`config.mk`:
```
export PLATFORM = sky130hd
export DESIGN_NAME = s_ram_arbiter_flat
export DESIGN_NICKNAME = d
export VERILOG_FILES = /design/src/rtl/s_ram_arbiter_if.sv /design/src/rtl/s_ram_arbiter.sv /design/src/flat_wrapper.sv
export SDC_FILE = /design/constraint.sdc
export NUM_CORES = 1
export LEC_CHECK = 0
export ABC_AREA = 0
export CORE_ASPECT_RATIO = 0.8
export CORE_MARGIN = 5
export CORE_UTILIZATION = 36
export CTS_CLUSTER_SIZE = 20
export DETAILED_ROUTE_END_ITERATION = 16
export PLACE_DENSITY = 0.93
export SKIP_CTS_REPAIR_TIMING = 1
export SYNTH_ARGS = -nofsm -noshare
export SYNTH_HDL_FRONTEND = slang
export SYNTH_SLANG_ARGS = --single-unit
```
`constraint.sdc`:
```
create_clock -name clk -period 5.9 [get_ports clk]
set_input_delay 0.59 -clock clk [delete_from_list [all_inputs] [get_ports clk]]
set_output_delay 0.59 -clock clk [all_outputs]
set_load 0.05 [all_outputs]
```
`src/rtl/s_ram_arbiter_if.sv`:
```
// s_ram_arbiter_if
// Bundles the per-client request/grant handshake, the per-client write
// path and the shared memory port of the s_ram arbiter.
//   client_access_request  per-client request level (client i at bit i)
//   client_access_granted  per-client grant, one-hot or zero
//   client_wren            per-client write enable
//   client_addr            packed addresses, client i at [i*s_ram_addr_width +: s_ram_addr_width]
//   client_data            packed write data, client i at [i*data_width +: data_width]
//   s_ram_wren/addr/data   memory port driven by the current owner
// master: the requesting side (clients); slave: the arbiter.
interface s_ram_arbiter_if #(
    parameter int data_width       = 8,
    parameter int s_ram_addr_width = 8,
    parameter int num_clients      = 3
);
    logic [num_clients-1:0]                  client_access_request;
    logic [num_clients-1:0]                  client_access_granted;
    logic [num_clients-1:0]                  client_wren;
    logic [num_clients*s_ram_addr_width-1:0] client_addr;
    logic [num_clients*data_width-1:0]       client_data;
    logic                                    s_ram_wren;
    logic [s_ram_addr_width-1:0]             s_ram_addr;
    logic [data_width-1:0]                   s_ram_data;

    modport master (
        output client_access_request,
        output client_wren,
        output client_addr,
        output client_data,
        input  client_access_granted,
        input  s_ram_wren,
        input  s_ram_addr,
        input  s_ram_data
    );

    modport slave (
        input  client_access_request,
        input  client_wren,
        input  client_addr,
        input  client_data,
        output client_access_granted,
        output s_ram_wren,
        output s_ram_addr,
        output s_ram_data
    );
endinterface

```
`src/rtl/s_ram_arbiter.sv`:
```
// s_ram_arbiter
// Round-robin arbiter for the single-port s_ram. Grants one client at a
// time, holds the grant until that client drops its request, and muxes the
// owner's write path onto the memory port.
// Ports:
//   clk        system clock, rising edge
//   rst        asynchronous, active-high reset
//   bus        s_ram_arbiter_if.slave (requests, grants, client write
//              paths, memory port)
//   fsm_state  current FSM state (0 = idle, 1 = granted) for observation
//
// Handshake: a client raises client_access_request and holds it for the
// whole transaction. The arbiter answers with client_access_granted one
// edge after picking it; while granted, the client's wren/addr/data reach
// the memory port combinationally. The client ends the transaction by
// dropping its request; the grant falls after the next edge, and one idle
// cycle always separates consecutive owners.
module s_ram_arbiter #(
    parameter int data_width       = 8,
    parameter int s_ram_addr_width = 8,
    parameter int num_clients      = 3
) (
    input  logic            clk,
    input  logic            rst,
    s_ram_arbiter_if.slave  bus,
    output logic            fsm_state
);
    localparam int owner_width = (num_clients > 1) ? $clog2(num_clients) : 1;

    localparam logic [0:0] st_idle    = 1'b0;
    localparam logic [0:0] st_granted = 1'b1;

    logic [0:0]             state;
    logic [owner_width-1:0] owner;
    logic [owner_width-1:0] last_owner;
    logic [num_clients-1:0] grant;

    logic [owner_width-1:0] pick;
    logic                   found;
    logic [num_clients-1:0] grant_next;
    logic [owner_width-1:0] cand;
    int                     idx;

    // Round-robin search: first requester after last_owner, wrapping.
    always_comb begin
        pick  = '0;
        found = 1'b0;
        idx   = 0;
        cand  = '0;
        for (int k = 1; k <= num_clients; k++) begin
            idx  = (int'(last_owner) + k) % num_clients;
            cand = owner_width'(idx);
            if (!found && bus.client_access_request[cand]) begin
                pick  = cand;
                found = 1'b1;
            end
        end
    end

    always_comb begin
        grant_next       = '0;
        grant_next[pick] = 1'b1;
    end

    always_ff @(posedge clk or posedge rst) begin
        if (rst) begin
            state      <= st_idle;
            grant      <= '0;
            owner      <= '0;
            last_owner <= owner_width'(num_clients - 1);
        end else begin
            case (state)
                st_idle: begin
                    if (found) begin
                        owner <= pick;
                        grant <= grant_next;
                        state <= st_granted;
                    end
                end
                st_granted: begin
                    // No preemption: only the owner's own release ends the grant.
                    if (!bus.client_access_request[owner]) begin
                        grant      <= '0;
                        last_owner <= owner;
                        state      <= st_idle;
                    end
                end
                default: begin
                    state <= st_idle;
                    grant <= '0;
                end
            endcase
        end
    end

    assign bus.client_access_granted = grant;
    assign fsm_state                 = state[0];

    // Only the owner's slice is selected; everything else is held at zero
    // while idle so no non-owner ever reaches the memory port.
    always_comb begin
        bus.s_ram_wren = 1'b0;
        bus.s_ram_addr = '0;
        bus.s_ram_data = '0;
        if (state == st_granted) begin
            bus.s_ram_wren = bus.client_wren[owner];
            bus.s_ram_addr = bus.client_addr[owner*s_ram_addr_width +: s_ram_addr_width];
            bus.s_ram_data = bus.client_data[owner*data_width +: data_width];
        end
    end
endmodule

```
`src/flat_wrapper.sv`:
```
// flat-port wrapper written by rule: the top's interface ports become plain ports
module s_ram_arbiter_flat 
#(
    parameter int data_width       = 8,
    parameter int s_ram_addr_width = 8,
    parameter int num_clients      = 3
)
  (clk, rst, fsm_state, bus_client_access_request, bus_client_wren, bus_client_addr, bus_client_data, bus_client_access_granted, bus_s_ram_wren, bus_s_ram_addr, bus_s_ram_data);
  s_ram_arbiter_if #(.data_width(data_width), .s_ram_addr_width(s_ram_addr_width), .num_clients(num_clients)) bus_i ();
  input  logic clk;
  input  logic rst;
  output logic fsm_state;
  input wire logic [$bits(bus_i.client_access_request)-1:0] bus_client_access_request;
  input wire logic [$bits(bus_i.client_wren)-1:0] bus_client_wren;
  input wire logic [$bits(bus_i.client_addr)-1:0] bus_client_addr;
  input wire logic [$bits(bus_i.client_data)-1:0] bus_client_data;
  output wire logic [$bits(bus_i.client_access_granted)-1:0] bus_client_access_granted;
  output wire logic [$bits(bus_i.s_ram_wren)-1:0] bus_s_ram_wren;
  output wire logic [$bits(bus_i.s_ram_addr)-1:0] bus_s_ram_addr;
  output wire logic [$bits(bus_i.s_ram_data)-1:0] bus_s_ram_data;
  assign bus_i.client_access_request = bus_client_access_request;
  assign bus_i.client_wren = bus_client_wren;
  assign bus_i.client_addr = bus_client_addr;
  assign bus_i.client_data = bus_client_data;
  assign bus_client_access_granted = bus_i.client_access_granted;
  assign bus_s_ram_wren = bus_i.s_ram_wren;
  assign bus_s_ram_addr = bus_i.s_ram_addr;
  assign bus_s_ram_data = bus_i.s_ram_data;
  s_ram_arbiter #(.data_width(data_width), .s_ram_addr_width(s_ram_addr_width), .num_clients(num_clients)) u_core (.clk(clk), .rst(rst), .bus(bus_i), .fsm_state(fsm_state));
endmodule
```
## After elaboration in Yosys (flattened, before gate mapping)

Cells that the tools add are included.

| word-level totals | value |
|---|---|
| bits in registers | 8 |
| bits in latches | 0 |
| RAM bits | 0 |
| memory bits (read-only) | 0 |
| bits of input ports | 56 |
| word-level logic and storage cells | 57 |
| memories kept | 0 |

| cells by class | value |
|---|---|
| add/sub/neg operators | 3 |
| multiply operators | 0 |
| divide/modulo/power cells | 3 |
| magnitude comparators | 6 |
| equal/unequal tests | 2 |
| shift operators | 2 |
| mux-type cells | 27 |
| bitwise gates (word level) | 2 |
| reduce and logical (&&, ||, !) cells | 8 |

Operators by type and width:

| operator | number |
|---|---|
| modulo 32 x 3 -> 32 bit, second input constant | 3 |
| indexed part select 24 x 6 -> 8 bit | 2 |
| two-way mux 8 bit | 2 |
| less-than comparator 2 x 3 -> 1 bit, second input constant | 5 |
| two-way mux 1 bit | 12 |
| binary-select mux 1 bit (select 2 bit) | 5 |
| adder 2 x 2 -> 3 bit, second input constant | 2 |
| two-way mux 2 bit | 3 |
| two-way mux 3 bit | 2 |
| case mux 3 bit (2 select lines) | 1 |
| AND reduction 2 bit | 3 |
| adder 2 x 1 -> 3 bit, second input constant | 1 |
| logical AND 1 bit | 3 |
| demux 1 bit (select 2 bit) | 1 |
| greater-or-equal comparator 2 x 1 -> 1 bit, second input constant | 1 |
| zero test 1 bit | 2 |
| != test 2 x 1 -> 1 bit, second input constant | 1 |
| != test 2 bit, second input constant | 1 |
| inverter 1 bit | 2 |
| case mux 1 bit (2 select lines) | 1 |

## Logic depth before layout (Yosys ltp)

Gate-level depths: netlist (run 1).

| logic depth | value |
|---|---|
| depth after elaboration | 17 |
| mapped depth | 7 |
| gate-level depth less buffers | 7 |

## Least setup slack after synthesis (run 1)

OpenSTA, ideal clock, no wires.

| timing path | value |
|---|---|
| path kind | register to output |
| start point | register u_core.owner[0] |
| end point | output port bus_s_ram_addr[0] |
| data arrival time | 1.964 ns |
| data required time | 5.310 ns |
| setup slack | 3.346 ns |
| stages on the path, launching flop included | 7 |
| cell sequence | dfrtp_1 clkbuf_1 buf_2 nor2_1 buf_2 a21oi_1 nor2b_1 |

| on the way | value |
|---|---|
| word-level cells in the longest chain between the ends | 2 |

RTL lines:

| what | RTL line | text |
|---|---|---|
| start, declared | s_ram_arbiter.sv:34 | `logic [owner_width-1:0] owner;` |
| start signal, assigned | s_ram_arbiter.sv:75 | `owner <= pick;` |
| indexed part select 24 x 6 -> 8 bit | s_ram_arbiter.sv:107 | `bus.s_ram_addr = bus.client_addr[owner*s_ram_addr_width +: s_ram_addr_width];` |
| two-way mux 8 bit | s_ram_arbiter.sv:105 | `if (state == st_granted) begin` |
| end, declared | flat_wrapper.sv:19 | `output wire logic [$bits(bus_i.s_ram_addr)-1:0] bus_s_ram_addr;` |

No other way between the ends.

## Worst setup path in the final report (run 1)

| timing path | value |
|---|---|
| start point | register u_core.owner[0] |
| end point | output port bus_s_ram_addr[3] |

Same word-level chain as after synthesis.

==> flow_summary.toml, run 1 <==
[run_status]
outcome = "finished clean"

[timing]
fmax_mhz = 260
slew_headroom_pct = 25.0
final.min_clock_period_ns = 3.84
slew_viol_final = 0
holdWs_ns = 0.489
rsz0062_at_grt = "false"
fin_tns_setup_ns = 0
hold_viol_final = 0
finalClockSkew_ns = 0.00713
finalSetupViolCount = 0
post-route-period-util_pct = 65.1
worstMarginPinSlew_ns = 1.12

[worst_setup_path]
crit_path_top_delay_cell = "nor2_1"
crit_arrival_ns = 3.25
path_max_fanout = 21
worstSetupPathType = "reg2out"
crit_buf_inv = 1
crit_required_ns = 5.31
crit_path_end_kind = "primary output"
crit_family = "simple AND/OR/NAND/NOR gates"
critPathMaxStageDelay_ns = 1.04
path_cells = "nor2_1 -> a21oi_1 -> nor2b_1 -> clkdlybuf4s50_1"
startpoint_type = "flop"

[route]
viasPerCell = 4.93
wirelength_mm = 3.42
drtIter0Drc = 50
drcViolationCount = 0
drtPass1Iterations = 5
routedWlPerCell_um = 13.9
antenna_left = 0
vias = 1212

[floorplanning]
dieHeight_um = 57.1
die_w_um = 68.9
dieArea_um2 = 3940
start_util_pct = 37.0
num_rows = 17
coreArea_um2 = 2700
floorplan.io_pins = 77

[placed_design]
port_buffers = 76
place_hpwl_mm = 2.76
dp.cells = 242
gp_routability_congestion = 0.817

[clock_tree]
cts_tree = "built"
cts-root-buf = "clkbuf_4"
clk_latency_ns = 0.26
clock-sinks = 8
cts-buffers-inserted = 3
h-tree-depth = 1
clockBufferDepth = 2
path_clk_slew_ns = 0.05

[finish]
final_common_cell = "clkdlybuf4s50_1"
fin_nets = 268
drive_gt1_share_pct = 4.33
syn_to_final_growth_pct = 80.1
diodes = 0
final_cell_mix = "clkdlybuf4s50_1 (76), nor2_1 (20), mux2i_1 (20)"
fin_cells = 246

[grt]
track_usage_pct = 16.9
antenna_found_initial = 0
gr-total-overflow = 0
grt_max_degree = 22
grt_pass1_vias = 1181
grt_pass1_wl_mm = 5.28

[synthesis]
yosys_warnings = 0
synth_top_cell_area_share_pct = 20.0
synth_cell_type_count = 27
syn_inst = 136
syn_area_um2 = 1000
syn_avg_cell_area_um2 = 7.35
synth.net_count = 195
ys_seq_area_share_pct = 20.2
synth_area_leader_cell = "mux2i_1"
synth_area_leaders = "mux2i_1 (20%), dfrtp_1 (18%), nor2b_1 (12%)"
synth_seq_cells = 8

[power_and_ir_drop]
ir_worst_vdd_mv = 0.299
p_leak_nw = 0.715
powerDensity_nw_per_um2 = 507
total_power_mw = 0.913

[job]
maxCapViolCount = 0

[worst_hold_path]
hold_path_class = "reg2reg"
==> registers in the layout, indices dropped and copies added, names as in the netlist <==
register,cells
u_core.bus.client_access_granted,3
u_core.fsm_state,1
u_core.last_owner,2
u_core.owner,2
==> tightest hold or removal path: cells and delay by family, from the launching register on <==
family	cells	cell delay, ns
simple gates	1	0.04
compound gates	1	0.06
flops	1	0.37
==> where the power goes <==
group	switching [mW]	internal, mW
Combinational	0.431	0.293
Clock	0.0210	0.0260
Sequential	0.0639	0.0780
Total	0.516	0.397
==> cell usage after synthesis <==
library cell	number
a222oi_1	1
and2b_1	2
mux2_4	1
or2b_1	1
a21oi_1	19
a21oi_2	1
nor2_1	20
nor2b_1	19
a311o_1	1
clkbuf_1	5
o21ai_0	5
o311ai_0	1
a31o_2	1
mux2_2	2
dfstp_2	1
o21a_1	1
buf_2	3
nand3_1	1
mux2i_1	20
ha_1	3
nor4_1	1
dfrtp_1	7
a22oi_1	1
inv_1	8
o221ai_1	1
o31ai_1	1
nand2_1	9
==> cell type report <==
| class | instances | area (um2) |
|---|---|---|
| fill | 230 | 901 |
| inverter | 8 | 30.0 |
| sequential | 8 | 201 |
| multi-input combinational | 112 | 734 |
| timing repair buffer | 76 | 761 |
| clock buffer | 4 | 26.3 |
| tap | 38 | 47.5 |
==> path summary, 6_finish.rpt <==
path                                                  start  depth (start not counted)  slack (ns)                                         endpoint
max in group asynchronous                               rst                          2        5.05                 u_core.last_owner[1]$_DFFE_PP1P_
hold reg to reg            u_core.last_owner[1]$_DFFE_PP1P_                          2        0.49                 u_core.last_owner[1]$_DFFE_PP1P_
min in group asynchronous                               rst                          2        0.56  u_core.bus.client_access_granted[0]$_DFFE_PP0P_
setup / recovery                u_core.owner[0]$_DFFE_PP0P_                          4        2.06                                bus_s_ram_addr[3]
setup reg to reg           u_core.last_owner[0]$_DFFE_PP0P_                          7        3.71  u_core.bus.client_access_granted[1]$_DFFE_PP0P_
hold / removal             u_core.last_owner[1]$_DFFE_PP1P_                          2        0.49                 u_core.last_owner[1]$_DFFE_PP1P_
==> routing by layer <==
layer	wire, um	vias up	track usage, %
met1	1300	542	20.1
met2	1630	58	29.9
met4	26	0	3.61
li1	-	609	-
met3	454	3	4.53
met5	0	-	0
==> logic make-up (layout without fill, tap and decap cells) <==
group,after synthesis,in the layout,share of synthesized area (%)
fa+ha+maj,3,3,3.76
flops,8,8,20.2
simple gates,53,53,26.2
buf+inv,16,88,6.38
compound gates,33,33,19.8
mux,23,23,23.8
==> metrics by stage <==
step	utilization, %	instance area, um2	worst slack [ns]
after floorplan	-	1000	3.35
after global placement	65.7	1770	2.39
after detailed placement	65.7	1770	2.28
after CTS	66.7	1800	1.98
after global routing	66.7	1800	1.84
final	66.7	1800	2.06
(Power assumes the default switching activity.)
==> run 2, diff against run 1 <==
- CORE_UTILIZATION: 36 -> 30
- PLACE_DENSITY: 0.93 -> 0.83
- clock period: 5.9 -> 3.1 ns (I/O delays scaled with it)
==> flow_summary.toml, run 2 (synthesis results as in run 1) <==
[worst_setup_path]
path_max_fanout = 20
crit_family = "flip-flops"
crit_buf_inv = 3
crit_path_end_kind = "primary output"
reg2reg_slack_ns = 0.93
r2r_cells = 6
crit_arrival_ns = 2.15
startpoint_type = "flop"
worstSetupPathType = "reg2out"
critPathMaxStageDelay_ns = 0.81
path_depth = 6
path_cells = "inv_1 -> nor2_1 -> buf_4 -> a21oi_1 -> nor2b_1 -> buf_12"
crit_required_ns = 2.79
crit_path_top_delay_cell = "dfrtp_1"

[floorplanning]
coreArea_um2 = 3150
floorplan.io_pins = 77
dieArea_um2 = 4590
dieHeight_um = 61.6
start_util_pct = 31.7
die_w_um = 74.5
num_rows = 18

[power_and_ir_drop]
switchingPower_mw = 1.05
p_leak_nw = 0.815
power_frac_seq_pct = 13.2
pwr-share-clk_pct = 6.4
ir_worst_vdd_mv = 0.581
powerDensity_nw_per_um2 = 1040
intPower_mw = 1.03
pwr-share-comb_pct = 80.4
swShare_pct = 50.5

[route]
drtPass1Iterations = 4
drtIter0Drc = 39
wirelength_mm = 3.52
antenna_left = 0
routedWlPerCell_um = 14.1
drcViolationCount = 0
viasPerCell = 4.94
vias = 1229

[clock_tree]
path_clk_slew_ns = 0.04
cts-buffers-inserted = 3
cts_tree = "built"
clockBufferDepth = 2
clk_latency_ns = 0.23
cts-root-buf = "clkbuf_8"
h-tree-depth = 1
clock-sinks = 8

[timing]
finalSetupViolCount = 0
slew_headroom_pct = 30.8
finalClockSkew_ns = 0.00621
hold_viol_final = 0
slew_viol_final = 0
fmax_mhz = 407
worstMarginPinSlew_ns = 1.04
fin_tns_setup_ns = 0
rsz0062_at_grt = "false"
post-route-period-util_pct = 79.3
final.min_clock_period_ns = 2.46
setup_ws_ns = 0.643

[placed_design]
place_ws_ns = 0.917
place_hpwl_mm = 2.83
port_buffers = 76
gp_routability_congestion = 0.824

[finish]
drive_gt1_share_pct = 12.9
fin_nets = 269
syn_to_final_growth_pct = 100
diodes = 0
final_common_cell = "clkdlybuf4s50_1"
largest_register_ffs = 3
final_cell_mix = "clkdlybuf4s50_1 (59), nor2_1 (20), mux2i_1 (20)"

[grt]
gr-total-overflow = 0
grt_max_degree = 22
grt_pass1_wl_mm = 5.16
track_usage_pct = 14.7
grt_pass1_vias = 1128
antenna_found_initial = 0

[worst_hold_path]
hold_path_class = "in2async"

[job]
maxCapViolCount = 0

[run_status]
outcome = "finished clean"
[run 2: cell types whose count changed in the layout (fill, tap and decap cells not counted)]
cell and change:
clkdlybuf4s50_1 -17, clkbuf_4 -3, buf_12 +17, clkbuf_8 +3, buf_4 +1
[run 2: final timing paths]
check,from,endpoint
hold / removal,rst,u_core.bus.client_access_granted[1]$_DFFE_PP0P_
setup reg to reg,u_core.last_owner[1]$_DFFE_PP1P_,u_core.owner[0]$_DFFE_PP0P_
hold reg to reg,u_core.last_owner[1]$_DFFE_PP1P_,u_core.last_owner[1]$_DFFE_PP1P_
max in group asynchronous,rst,u_core.last_owner[1]$_DFFE_PP1P_
min in group clk,u_core.last_owner[1]$_DFFE_PP1P_,u_core.last_owner[1]$_DFFE_PP1P_
setup / recovery,u_core.owner[1]$_DFFE_PP0P_,bus_s_ram_addr[0]
[run 2: layout make-up]
| type | instances | area, um2 |
|---|---|---|
| sequential | 8 | 201 |
| inverter | 8 | 30.0 |
| timing repair buffer | 77 | 938 |
| clock buffer | 4 | 45.0 |
| tap | 40 | 50.0 |
| fill | 283 | 1150 |
| multi-input combinational | 112 | 734 |
[run 2: per-layer routing]
metal	vias up	share of wire, %	track usage, %
li1	615	-	-
met1	562	40	16.5
met2	49	48	27.2
met3	3	11	4.57
met4	0	0.94	3.81
met5	-	0	0
[run 2: power groups by stage]
stage / Clock (mW) / Combinational (mW) / Sequential (mW)
6_report: 0.133 / 1.67 / 0.274
5_1_grt: 0.144 / 1.77 / 0.290
4_1_cts: 0.139 / 1.68 / 0.276
3_5_place_dp: 0 / 1.68 / 0.278
3_3_place_gp: 0 / 1.66 / 0.277
2_1_floorplan: 0 / 0.984 / 0.237
[run 2: through the flow]
| step | hold WS, ns | util, % | area [um2] | std cells | power, mW |
|---|---|---|---|---|---|
| global placement | 0.485 | 62.0 | 1950 | 245 | 1.94 |
| finish | 0.325 | 63.4 | 2000 | 249 | 2.08 |
| CTS | 0.326 | 63.4 | 2000 | 249 | 2.10 |
| global route | 0.343 | 63.4 | 2000 | 249 | 2.20 |
| floorplan | 0.125 | - | 1000 | 136 | 1.22 |
| detailed placement | 0.490 | 62.0 | 1950 | 245 | 1.96 |
==> run 3, diff against run 2 <==
- clock period: 3.1 -> 2.2 ns (I/O delays scaled with it)
==> flow_summary.toml, run 3 (synthesis results as in run 1) <==
[run_status]
outcome = "finished clean"

[clock_tree]
path_clk_slew_ns = 0.05
clk_latency_ns = 0.23
h-tree-depth = 1
cts-root-buf = "clkbuf_8"
cts-buffers-inserted = 3
clockBufferDepth = 2
cts_tree = "built"
clock-sinks = 8

[grt]
antenna_found_initial = 0
track_usage_pct = 15.0
grt_pass1_vias = 1224
gr-total-overflow = 0
grt_pass1_wl_mm = 5.38
grt_max_degree = 18

[route]
vias = 1250
drcViolationCount = 0
wl_met3_um = 465
routedWlPerCell_um = 14.1
drtIter0Drc = 31
drt-met1-wl_mm = 1.39
dr_wl_met2_mm = 1.76
drtPass1Iterations = 4
wirelength_mm = 3.61
viasPerCell = 4.88
antenna_left = 0
top_layer = "met3"

[floorplanning]
start_util_pct = 31.7
coreArea_um2 = 3150
die_w_um = 74.5
floorplan.io_pins = 77
dieHeight_um = 61.6
num_rows = 18
dieArea_um2 = 4590

[timing]
post-route-period-util_pct = 96.5
fin_tns_setup_ns = 0
rsz0062_at_grt = "false"
setup_ws_ns = 0.0779
finalClockSkew_ns = 0.00392
slew_viol_final = 0
worstMarginPinSlew_ns = 0.623
slew_headroom_pct = 58.5
hold_viol_final = 0
finalSetupViolCount = 0
fmax_mhz = 471
final.min_clock_period_ns = 2.12

[worst_setup_path]
crit_buf_inv = 1
crit_path_end_kind = "flop"
r2r-end = "u_core.owner[0]$_DFFE_PP0P_"
critPathMaxStageDelay_ns = 0.54
crit_required_ns = 2.30
startpoint_type = "flop"
reg2reg_slack_ns = 0.08
r2r-start = "u_core.last_owner[1]$_DFFE_PP1P_"
path_cells = "ha_2 -> mux2_2 -> a222oi_1 -> buf_4 -> a21oi_2 -> nand3_1 -> o21ai_0"
crit_arrival_ns = 2.22
worstSetupPathType = "reg2reg"
path_max_fanout = 7
crit_path_top_delay_cell = "dfstp_2"
crit_family = "flip-flops"
r2r_cells = 7

[placed_design]
place_hpwl_mm = 2.99
place_ws_ns = 0.0683
port_buffers = 76
gp_routability_congestion = 0.811

[finish]
largest_register_ffs = 3
drive_gt1_share_pct = 16.2
final_common_cell = "clkdlybuf4s50_1"
fin_util_pct = 65.2
syn_to_final_growth_pct = 106
diodes = 0
fill_cells = 278
fin_nets = 276
final_cell_mix = "clkdlybuf4s50_1 (59), nor2_1 (20), mux2i_1 (20)"

[power_and_ir_drop]
total_power_mw = 3.03
p_leak_nw = 0.848
ir_worst_vdd_mv = 0.897
powerDensity_nw_per_um2 = 1470

[worst_hold_path]
hold_path_class = "in2async"

[job]
maxCapViolCount = 0
[run 3: cell count changes in the layout (fill, tap and decap cells not counted), sizes merged]
| cell | previous run | this run |
|---|---|---|
| buf | 18 | 25 |
[run 3: layout make-up]
type / instances / area, um2 / share of cell area [%]
Sequential cell: 8 / 201 / 9.81
Clock buffer: 4 / 45.0 / 2.19
Inverter: 8 / 30.0 / 1.46
Multi-Input combinational cell: 112 / 737 / 35.9
Tap cell: 40 / 50.0 / 2.44
Timing Repair Buffer: 84 / 991 / 48.2
[run 3: per-stage QoR]
step,instance area (um2),cells,hold slack (ns)
after CTS,2040,254,0.240
after detailed placement,1990,250,0.487
after global placement,1990,250,0.479
after global routing,2050,256,0.264
after floorplan,1000,136,0.0349
final,2050,256,0.229
[run 3: worst register-to-register path: stages (launching register included)]
cell and delay [ns]:
dfstp_2 0.54, ha_2 0.31, mux2_2 0.30, a222oi_1 0.34
buf_4 0.18, a21oi_2 0.10, nand3_1 0.13, o21ai_0 0.09
[run 3: per-layer routing]
metal	vias to the layer above	global-route usage, %
li1	625	-
met1	556	17.4
met2	69	28.0
met3	0	5.06
met4	0	0.761
met5	-	0
[run 3: worst max-delay path by stage]
stage                                          start  cells past startpoint  slack (ns)                                              end
floorplan                u_core.owner[0]$_DFFE_PP0P_                      6        0.02                                bus_s_ram_addr[0]
global placement    u_core.last_owner[0]$_DFFE_PP0P_                      6        0.16  u_core.bus.client_access_granted[0]$_DFFE_PP0P_
detailed placement  u_core.last_owner[0]$_DFFE_PP0P_                      7        0.07                      u_core.owner[0]$_DFFE_PP0P_
CTS                 u_core.last_owner[0]$_DFFE_PP0P_                      7        0.05                      u_core.owner[0]$_DFFE_PP0P_
global route        u_core.last_owner[1]$_DFFE_PP1P_                      7       0.008                      u_core.owner[0]$_DFFE_PP0P_
finish              u_core.last_owner[1]$_DFFE_PP1P_                      7        0.08                      u_core.owner[0]$_DFFE_PP0P_
[run 3: report_power, final]
part | leakage (nW) | switching (mW) | internal, mW | total [mW]
logic | 0.726 | 1.36 | 1.18 | 2.54
clock network | 0.0228 | 0.0648 | 0.126 | 0.191
registers | 0.100 | 0.0872 | 0.212 | 0.300
total | 0.848 | 1.51 | 1.52 | 3.03
